File: src/rtl/pipe_ctrl.sv
// Pipeline hazard/stall controller: DTCM wait handling with timeout, taken-branch
// flushes and load-use interlocks, plus stall/flush performance counters.
module pipe_ctrl #(
  parameter int MEM_TIMEOUT = 16
) (
  input  logic        clk,
  input  logic        rst,
  input  logic [4:0]  id_rs1,
  input  logic [4:0]  id_rs2,
  input  logic        id_use_rs1,
  input  logic        id_use_rs2,
  input  logic        ex_mem_read,
  input  logic [4:0]  ex_rd,
  input  logic        ex_branch_taken,
  input  logic        mem_valid,
  input  logic        dtcm_ready,
  output logic        dtcm_req,
  output logic        stall_if,
  output logic        stall_id,
  output logic        stall_ex,
  output logic        stall_mem,
  output logic        flush_id,
  output logic        flush_ex,
  output logic        pc_sel,
  output logic        mem_err,
  output logic [31:0] stall_cnt,
  output logic [31:0] flush_cnt
);

  typedef enum logic {RUN = 1'b0, MEM_WAIT = 1'b1} state_t;

  localparam logic [7:0] WAIT_LAST = 8'(MEM_TIMEOUT - 1);

  state_t      state_reg, state_next;
  logic [7:0]  wait_cnt_reg;
  logic [31:0] stall_cnt_reg, flush_cnt_reg;

  logic timeout_hit, release_c, mem_stall, load_use;

  assign timeout_hit = (state_reg == MEM_WAIT) && (wait_cnt_reg == WAIT_LAST);
  assign release_c   = (state_reg == MEM_WAIT) && (dtcm_ready || timeout_hit);
  assign mem_stall   = (state_reg == RUN) ? (mem_valid && !dtcm_ready) : !release_c;
  assign load_use    = ex_mem_read && (ex_rd != 5'd0) &&
                       ((id_use_rs1 && (id_rs1 == ex_rd)) ||
                        (id_use_rs2 && (id_rs2 == ex_rd)));

  always_ff @(posedge clk) begin
    if (rst) begin
      state_reg     <= RUN;
      wait_cnt_reg  <= 8'd0;
      stall_cnt_reg <= 32'd0;
      flush_cnt_reg <= 32'd0;
    end else begin
      state_reg <= state_next;
      // Held at zero in RUN so the count starts from zero on entry to MEM_WAIT.
      if (state_reg == RUN) begin
        wait_cnt_reg <= 8'd0;
      end else begin
        wait_cnt_reg <= wait_cnt_reg + 8'd1;
      end
      if (stall_if) begin
        stall_cnt_reg <= stall_cnt_reg + 32'd1;
      end
      if (flush_ex) begin
        flush_cnt_reg <= flush_cnt_reg + 32'd1;
      end
    end
  end

  always_comb begin
    state_next = state_reg;
    case (state_reg)
      RUN:      if (mem_valid && !dtcm_ready) state_next = MEM_WAIT;
      MEM_WAIT: if (release_c) state_next = RUN;
      default:  state_next = RUN;
    endcase
  end

  always_comb begin
    dtcm_req  = 1'b0;
    stall_if  = 1'b0;
    stall_id  = 1'b0;
    stall_ex  = 1'b0;
    stall_mem = 1'b0;
    flush_id  = 1'b0;
    flush_ex  = 1'b0;
    pc_sel    = 1'b0;
    mem_err   = 1'b0;
    if (!rst) begin
      dtcm_req = (state_reg == MEM_WAIT) ? 1'b1 : mem_valid;
      mem_err  = timeout_hit && !dtcm_ready;
      // Memory stall wins outright; the release cycle counts as unstalled.
      if (mem_stall) begin
        stall_if  = 1'b1;
        stall_id  = 1'b1;
        stall_ex  = 1'b1;
        stall_mem = 1'b1;
      end else if (ex_branch_taken) begin
        pc_sel   = 1'b1;
        flush_id = 1'b1;
        flush_ex = 1'b1;
      end else if (load_use) begin
        stall_if = 1'b1;
        stall_id = 1'b1;
        flush_ex = 1'b1;
      end
    end
  end

  assign stall_cnt = stall_cnt_reg;
  assign flush_cnt = flush_cnt_reg;

endmodule

File: config.mk
export PLATFORM = sky130hd
export DESIGN_NAME = pipe_ctrl
export DESIGN_NICKNAME = d
export VERILOG_FILES = /design/src/rtl/pipe_ctrl.sv
export SDC_FILE = /design/constraint.sdc
export NUM_CORES = 1
export LEC_CHECK = 0
export BUFFER_PORTS_ARGS = -buffer_cell sky130_fd_sc_hd__buf_2
export CAP_MARGIN = 25
export CORE_UTILIZATION = 43
export CTS_BUF_LIST = sky130_fd_sc_hd__clkbuf_16
export DETAILED_ROUTE_END_ITERATION = 8
export GPL_ROUTABILITY_DRIVEN = 0
export PLACE_DENSITY = 0.67
export SKIP_CTS_REPAIR_TIMING = 1
export SLEW_MARGIN = 30
export SYNTH_ARGS = -nofsm -noshare
export SYNTH_HDL_FRONTEND = slang
export SYNTH_SLANG_ARGS = --single-unit
export TNS_END_PERCENT = 100
File: constraint.sdc
create_clock -name clk -period 3.4 [get_ports clk]
set_clock_uncertainty 0.15 [all_clocks]
set_input_delay 0.68 -clock clk [delete_from_list [all_inputs] [get_ports clk]]
set_output_delay 0.68 -clock clk [all_outputs]
set_load 0.005 [all_outputs]
## Word level (Yosys, flattened, before mapping)

Index checks and enable logic that the tools add are counted.

| cells by class | value |
|---|---|
| add/sub/neg operators | 3 |
| multiply operators | 0 |
| divide/modulo/power cells | 0 |
| $lt $le $gt $ge | 0 |
| equal/unequal tests | 3 |
| shifts and indexed selects | 0 |
| multiplexer cells | 19 |
| bitwise logic cells | 1 |
| reduce and logical (&&, ||, !) cells | 14 |

Operators by type and width:

| cell | count |
|---|---|
| 32-bit by 1-bit adder with 32-bit output, second input constant | 2 |
| 1-bit 2-to-1 mux | 18 |
| 5-bit == test | 2 |
| 8-bit by 1-bit adder with 8-bit output, second input constant | 1 |
| 8-bit by 4-bit == test with 1-bit output, second input constant | 1 |
| 1-bit logical AND | 8 |
| 5-bit nonzero test | 1 |
| 1-bit logical NOT | 2 |
| 1-bit logical OR | 2 |
| 1-bit case mux with 2 select lines | 1 |
| 2-bit OR reduction | 1 |
| 1-bit NOT | 1 |

| storage, ports and cells | value |
|---|---|
| bits in registers | 73 |
| bits in latches | 0 |
| bits in writable memories | 0 |
| ROM bits | 0 |
| input bits | 23 |
| word-level logic and storage cells | 44 |
| memories | 0 |

## Depth between registers and ports, before layout

Gate-level depths: netlist (run 1).

| depth | value |
|---|---|
| depth after elaboration | 8 |
| mapped depth | 10 |
| mapped depth without buffers | 7 |

## Worst setup path after synthesis (run 1)

Ideal clock, no wire load.

| timing path | value |
|---|---|
| kind | in2out |
| start | input port ex_rd[1] |
| end | output port stall_if |
| data arrival time | 2.312 ns |
| slack | 0.258 ns |
| cell stages on the path | 7 |
| path through | or4_1 o21ai_1 o31a_1 buf_2 buf_2 nor2_1 buf_4 |

| between the ends | value |
|---|---|
| longest elaborated chain between the ends | 8 |

RTL lines:

| element | RTL line | RTL |
|---|---|---|
| from (decl) | 13 | `input logic [4:0] ex_rd,` |
| 5-bit == test (on tied branches) | 44, 45 |  |
| 1-bit logical AND (on tied branches) | 44, 45 |  |
| 1-bit logical OR | 44 | `((id_use_rs1 && (id_rs1 == ex_rd)) \|\|` |
| 1-bit logical AND (*) | 43 | `assign load_use = ex_mem_read && (ex_rd != 5'd0) &&` |
| 1-bit 2-to-1 mux (*) (4 in series) | n/a |  |
| to (decl) | 18 | `output logic stall_if,` |

Mark *: on every way between the ends. The rest lies on a longest branch, timed or not.

## Worst setup path in the final report (run 1)

| timing path | value |
|---|---|
| start | register wait_cnt_reg[0] |
| end | output port flush_ex |

| between the ends | value |
|---|---|
| longest elaborated chain between the ends | 8 |

RTL lines:

| element | RTL line | RTL |
|---|---|---|
| from (decl) | 35 | `logic [7:0] wait_cnt_reg;` |
| from (signal assigned) | 59 | `wait_cnt_reg <= wait_cnt_reg + 8'd1;` |
| 8-bit by 4-bit == test with 1-bit output | 40 | `assign timeout_hit = (state_reg == MEM_WAIT) && (wait_cnt_reg == WAIT_LAST);` |
| 1-bit logical AND | 40 |  |
| 1-bit logical OR | 41 | `assign release_c = (state_reg == MEM_WAIT) && (dtcm_ready \|\| timeout_hit);` |
| 1-bit logical AND | 41 |  |
| 1-bit logical NOT | 42 | `assign mem_stall = (state_reg == RUN) ? (mem_valid && !dtcm_ready) : !release_c;` |
| 1-bit 2-to-1 mux | 42 |  |
| 1-bit 2-to-1 mux | 93 | `if (mem_stall) begin` |
| 1-bit 2-to-1 mux | 89 | `if (!rst) begin` |
| to (decl) | 23 | `output logic flush_ex,` |

No other way between the ends.

==> results of run 1 <==
[cell usage after synthesis, types with 13 or more instances]
master	n	share of area, %
dfxtp_1	73	39
a21oi_1	58	7.8
nand3_1	30	4.0
nor2_1	29	2.9
o31ai_1	28	5.6
or4_1	28	5.6
nand2_1	26	2.6
or3_1	26	4.4
o21ai_0	25	3.4
nand4_1	16	2.7
xnor2_1	14	3.3
and3_1	13	2.2
[report_power, final]
part           internal [uW]  switching [uW]
Clock                    634             352
Combinational           39.9            67.9
Sequential               861            8.02
Total                   1540             428
[worst max-delay path: stages (launching register included)]
cell and delay (ns):
dfxtp_1 0.33, ha_1 0.22, and3_1 0.22, a311oi_2 0.58, nor2_1 0.12, a22oi_2 0.19
nor2_1 0.09, buf_2 0.13
[final cells by class]
class,instances,area (sq um),share of cell area [%]
Tap cell,105,131,2.88
Timing Repair Buffer,102,528,11.6
Inverter,12,45.0,0.986
Multi-Input combinational cell,344,2090,45.8
Clock inverter,7,85.1,1.86
Clock buffer,9,225,4.93
Sequential cell,73,1460,32.0
[how the worst max path moves through the flow]
stage / start / depth (start not counted) / to
6_report: wait_cnt_reg[0] / 7 / flush_ex
2_1_floorplan: ex_rd[1] / 7 / stall_if
4_1_cts: wait_cnt_reg[0] / 7 / flush_ex
3_5_place_dp: ex_rd[1] / 7 / flush_ex
3_3_place_gp: ex_rd[1] / 7 / flush_ex
5_1_grt: wait_cnt_reg[0] / 7 / flush_ex
[cell families (layout without fill, tap and decap cells)]
family,after synthesis,count (layout),synth area share (%)
and+or+nand+nor,193,193,29.4
muxes,3,3,0.840
AOI/OAI and AO/OA,125,125,20.3
xor gates and xnor gates,20,20,4.70
buffers and inverters,39,130,4.57
DFF,73,73,39.2
adders and majority gates,3,3,1.01
[layer usage]
layer | routed length [um] | global-route usage, % | vias up
li1 | - | - | 1899
met1 | 4450 | 28.0 | 1805
met2 | 4490 | 36.4 | 91
met3 | 508 | 6.06 | 11
met4 | 146 | 6.44 | 0
met5 | 0 | 0 | -
[metrics by stage]
stage                     worst slack (ns)  std cells  cell area, sq um
after floorplan                      0.258        456              3720
after global placement               0.377        636              4260
after detailed placement             0.365        636              4260
after CTS                            0.342        652              4570
after global routing                 0.211        652              4570
final                                0.355        652              4570
==> run summary, run 1 <==
Starting DRT DRC Count -> 152
most common flop cell mapped by yosys -> dfxtp_1
TritonCTS clock tree -> yes
Crit. End Element -> output pin
initial core utilization -> 44.9%
outcome -> finished, final reports clean
hold path cells -> 1
syn nets -> 482
via count -> 3806
DRC Markers -> 0
Pre-antenna DRT Iters -> 4
# setup viols final -> 0
Crit path required time -> 2.57 ns
most common cell after layout, fill and taps aside -> buf_2
die span in y -> 95.1 um
CTS Buf Count -> 9
Tmin final -> 3.04 ns
clk sinks -> 73
layout cells sized above 1 -> 22.5%
Critical Path AT -> 2.21 ns
Final #Nets -> 568
R2R cell count -> 7
Mapped Cells -> 456
Finished Core Util -> 55.1%
core region area -> 8300 sq um
All-Layer GR Usage -> 22.1%
Netlist cell types -> 40
max-slew violations -> 0
IO buf count -> 95
CP max FO -> 8
total grt overflow -> 0
first-pass GRT wire length -> 15.6 mm
average size of a mapped cell -> 8.17 sq um
worst relative slew slack -> 42.6%
Hold Path Class -> reg2reg
number of synthesized flops with an enable pin -> 0
Final Hold Vio Count -> 0
most frequent cells in the layout -> 95 x buf_2, 73 x dfxtp_1, 58 x a21oi_1, 30 x nand3_1, 29 x nor2_1
Max Freq -> 328 MHz
WHS -> 0.326 ns
CTS root buf -> clkbuf_16
Lkg Pwr -> 0.00170 uW
wire per inst -> 14.7 um
Row Count -> 33
Top Ports -> 96
ANT cells -> 0
H-tree depth -> 3
largest net degree at the start of global routing -> 67
critical path launch point type -> register
# fillers -> 791
reg2reg end -> flush_cnt[26]
max cap viols -> 0
initial antenna violation count -> 0
Yosys warnings -> 0
Setup TNS -> 0 ns
Die X -> 95.1 um
unrepaired setup endpoints after global routing -> false
Hold EP -> wait_cnt_reg[0]
register bit total from synthesis -> 73
Tcrit/Tclk final -> 89.5%
vias in the first global route -> 3362
Mapped Area -> 3720 sq um
die footprint -> 9040 sq um
Async S/R FF share, synth -> 0%
FF-to-FF setup slack -> 0.67 ns
Clock Path Buffers -> 2
via density per instance -> 5.84
clk slew on worst S/H paths -> 0.06 ns
sequential share of the synthesized area -> 39.2%
WS Path Type -> reg2out
post-detail-place hpwl -> 6.72 mm
total wire length -> 9.59 mm
Slew @ Worst Pin -> 0.849 ns
Layout area overhead -> 22.7%
Critical R2R Launch -> wait_cnt_reg[0]
worst skew pair latency -> 0.33 ns
PD cells -> 430 nW/um^2
Post-DRT Antenna Nets -> 0
Tot Pwr -> 1960 uW
maximum vdd drop -> 0.290 mV
min-delay src -> wait_cnt_reg[0]
Power figures use the tool's default switching activity.
==> inputs of run 2 (changes only) <==
clock period = 3.7 ns   (was 3.4 ns; I/O delays follow)
==> run summary, run 2 (synthesis results as in run 1) <==
outcome -> finished, final reports clean
Placed Instances -> 635 (-0.16%)
Setup TNS -> 0 ns (unchanged)
Final WS setup -> 0.560 ns (+0.205 ns)
worst relative slew slack -> 42.7% (+0.059 points)
max cap viols -> 0 (unchanged)
layout cells sized above 1 -> 22.3% (-0.14 points)
Die X -> 95.1 um (unchanged)
Final #Nets -> 567 (-0.18%)
clk slew on worst S/H paths -> 0.05 ns (about the same)
initial core utilization -> 44.9% (unchanged)
ANT cells -> 0 (unchanged)
Post-DRT Antenna Nets -> 0 (unchanged)
# fillers -> 796 (+0.63%)
max-slew violations -> 0 (unchanged)
Lkg Pwr -> 0.00171 uW (+0.52%)
met3 Use GR -> 5.74% (-0.32 points)
CP max FO -> 8 (unchanged)
Clock Path Buffers -> 2 (unchanged)
Starting DRT DRC Count -> 146 (-3.9%)
most frequent cells in the layout -> 95 x buf_2, 73 x dfxtp_1, 58 x a21oi_1, 30 x nand3_1, 29 x nor2_1
Layout area overhead -> 23.1%
Final Hold Vio Count -> 0 (unchanged)
most common cell after layout, fill and taps aside -> buf_2
initial antenna violation count -> 0 (unchanged)
worst skew pair latency -> 0.33 ns (about the same)
die footprint -> 9040 sq um (unchanged)
WS Path Type -> reg2out
Tcrit/Tclk final -> 84.9%
die span in y -> 95.1 um (unchanged)
TritonCTS clock tree -> yes
total grt overflow -> 0 (unchanged)
vias in the first global route -> 3245 (-3.5%)
post-detail-place hpwl -> 6.58 mm (-2.1%)
Top Ports -> 96 (unchanged)
maximum vdd drop -> 0.245 mV (-16%)
clk sinks -> 73 (unchanged)
Tmin final -> 3.14 ns
Hold Path Class -> reg2reg
Max Freq -> 318 MHz
via count -> 3749 (-1.5%)
CTS Buf Count -> 9 (unchanged)
worst slack, placed -> 0.627 ns (+0.262 ns)
GR peak layer -> met2
final cell count without fillers -> 651 (-0.15%)
CTS root buf -> clkbuf_16
All-Layer GR Usage -> 20.9% (-1.1 points)
PD cells -> 408 nW/um^2 (-5.1%)
Slew @ Worst Pin -> 0.848 ns (-0.000880 ns)
H-tree depth -> 3 (unchanged)
wire per inst -> 14.5 um (-1.2%)
unrepaired setup endpoints after global routing -> false
critical path launch point type -> register
Critical Path AT -> 2.25 ns (+0.04 ns)
Row Count -> 33 (unchanged)
via density per instance -> 5.76 (-1.3%)
core region area -> 8300 sq um (unchanged)
Crit. End Element -> output pin
IO buf count -> 95 (unchanged)
Pre-antenna DRT Iters -> 4 (unchanged)
DRC Markers -> 0 (unchanged)
# setup viols final -> 0 (unchanged)
met2 usage in global routing -> 34.2% (-2.1 points)
DP Area -> 4250 sq um (-0.18%)
total wire length -> 9.46 mm (-1.4%)
final instance area -> 4590 sq um (+0.38%)
largest net degree at the start of global routing -> 69 (+3.0%)
met1 GRT Util -> 27.0% (-1.0 points)
first-pass GRT wire length -> 14.9 mm (-4.3%)
Crit path required time -> 2.81 ns (+0.24 ns)
run 2: cell count changes in the layout (fill, tap and decap cells not counted), sizes merged:
| cell | delta |
|---|---|
| buf | -1 |
| bufinv | +1 |
| clkinv | -2 |
| inv | +1 |
run 2: through the flow:
| stage | hold slack, ns | util, % | power [uW] |
|---|---|---|---|
| 6_report | 0.318 | 55.3 | 1870 |
| 5_1_grt | 0.335 | 55.3 | 1930 |
| 4_1_cts | 0.319 | 55.3 | 1890 |
| 3_5_place_dp | 0.307 | 51.2 | 915 |
| 3_3_place_gp | 0.296 | 51.2 | 913 |
| 2_1_floorplan | 0.280 | - | 877 |
run 2: worst max-delay path, cell delays in order, from the launching register on:
cell and delay [ns]:
dfxtp_1 0.34, ha_1 0.23, and3_1 0.22, a311oi_2 0.56
nor2_1 0.12, a22oi_2 0.20, nor2_1 0.09, buf_2 0.17
run 2: final cells by class:
| cell class | instances | area, sq um | area share (%) |
|---|---|---|---|
| Multi-Input combinational cell | 344 | 2090 | 45.6 |
| Sequential cell | 73 | 1460 | 31.9 |
| Timing Repair Buffer | 101 | 520 | 11.3 |
| Clock buffer | 9 | 225 | 4.91 |
| Tap cell | 105 | 131 | 2.86 |
| Clock inverter | 7 | 110 | 2.40 |
| Inverter | 12 | 45.0 | 0.982 |
run 2: path summary, 6_finish.rpt:
kind                            slack, ns       startpoint         endpoint  cells past startpoint
worst max-delay path                 0.56  wait_cnt_reg[0]         flush_ex                      7
worst min-delay path                 0.32  wait_cnt_reg[0]  wait_cnt_reg[0]                      1
worst max register to register       0.94  wait_cnt_reg[0]    flush_cnt[26]                      7
worst min register to register       0.32  wait_cnt_reg[0]  wait_cnt_reg[0]                      1
run 2: power by group:
part           switching (uW)  internal (uW)
sequential               7.11            791
combinational            63.0           36.3
clock                     320            652
run 2: routing by layer:
metal / vias up / share of wire [%]
met5: - / 0
met4: 0 / 0.84
met3: 7 / 5.2
met2: 81 / 48
met1: 1775 / 46
li1: 1886 / -
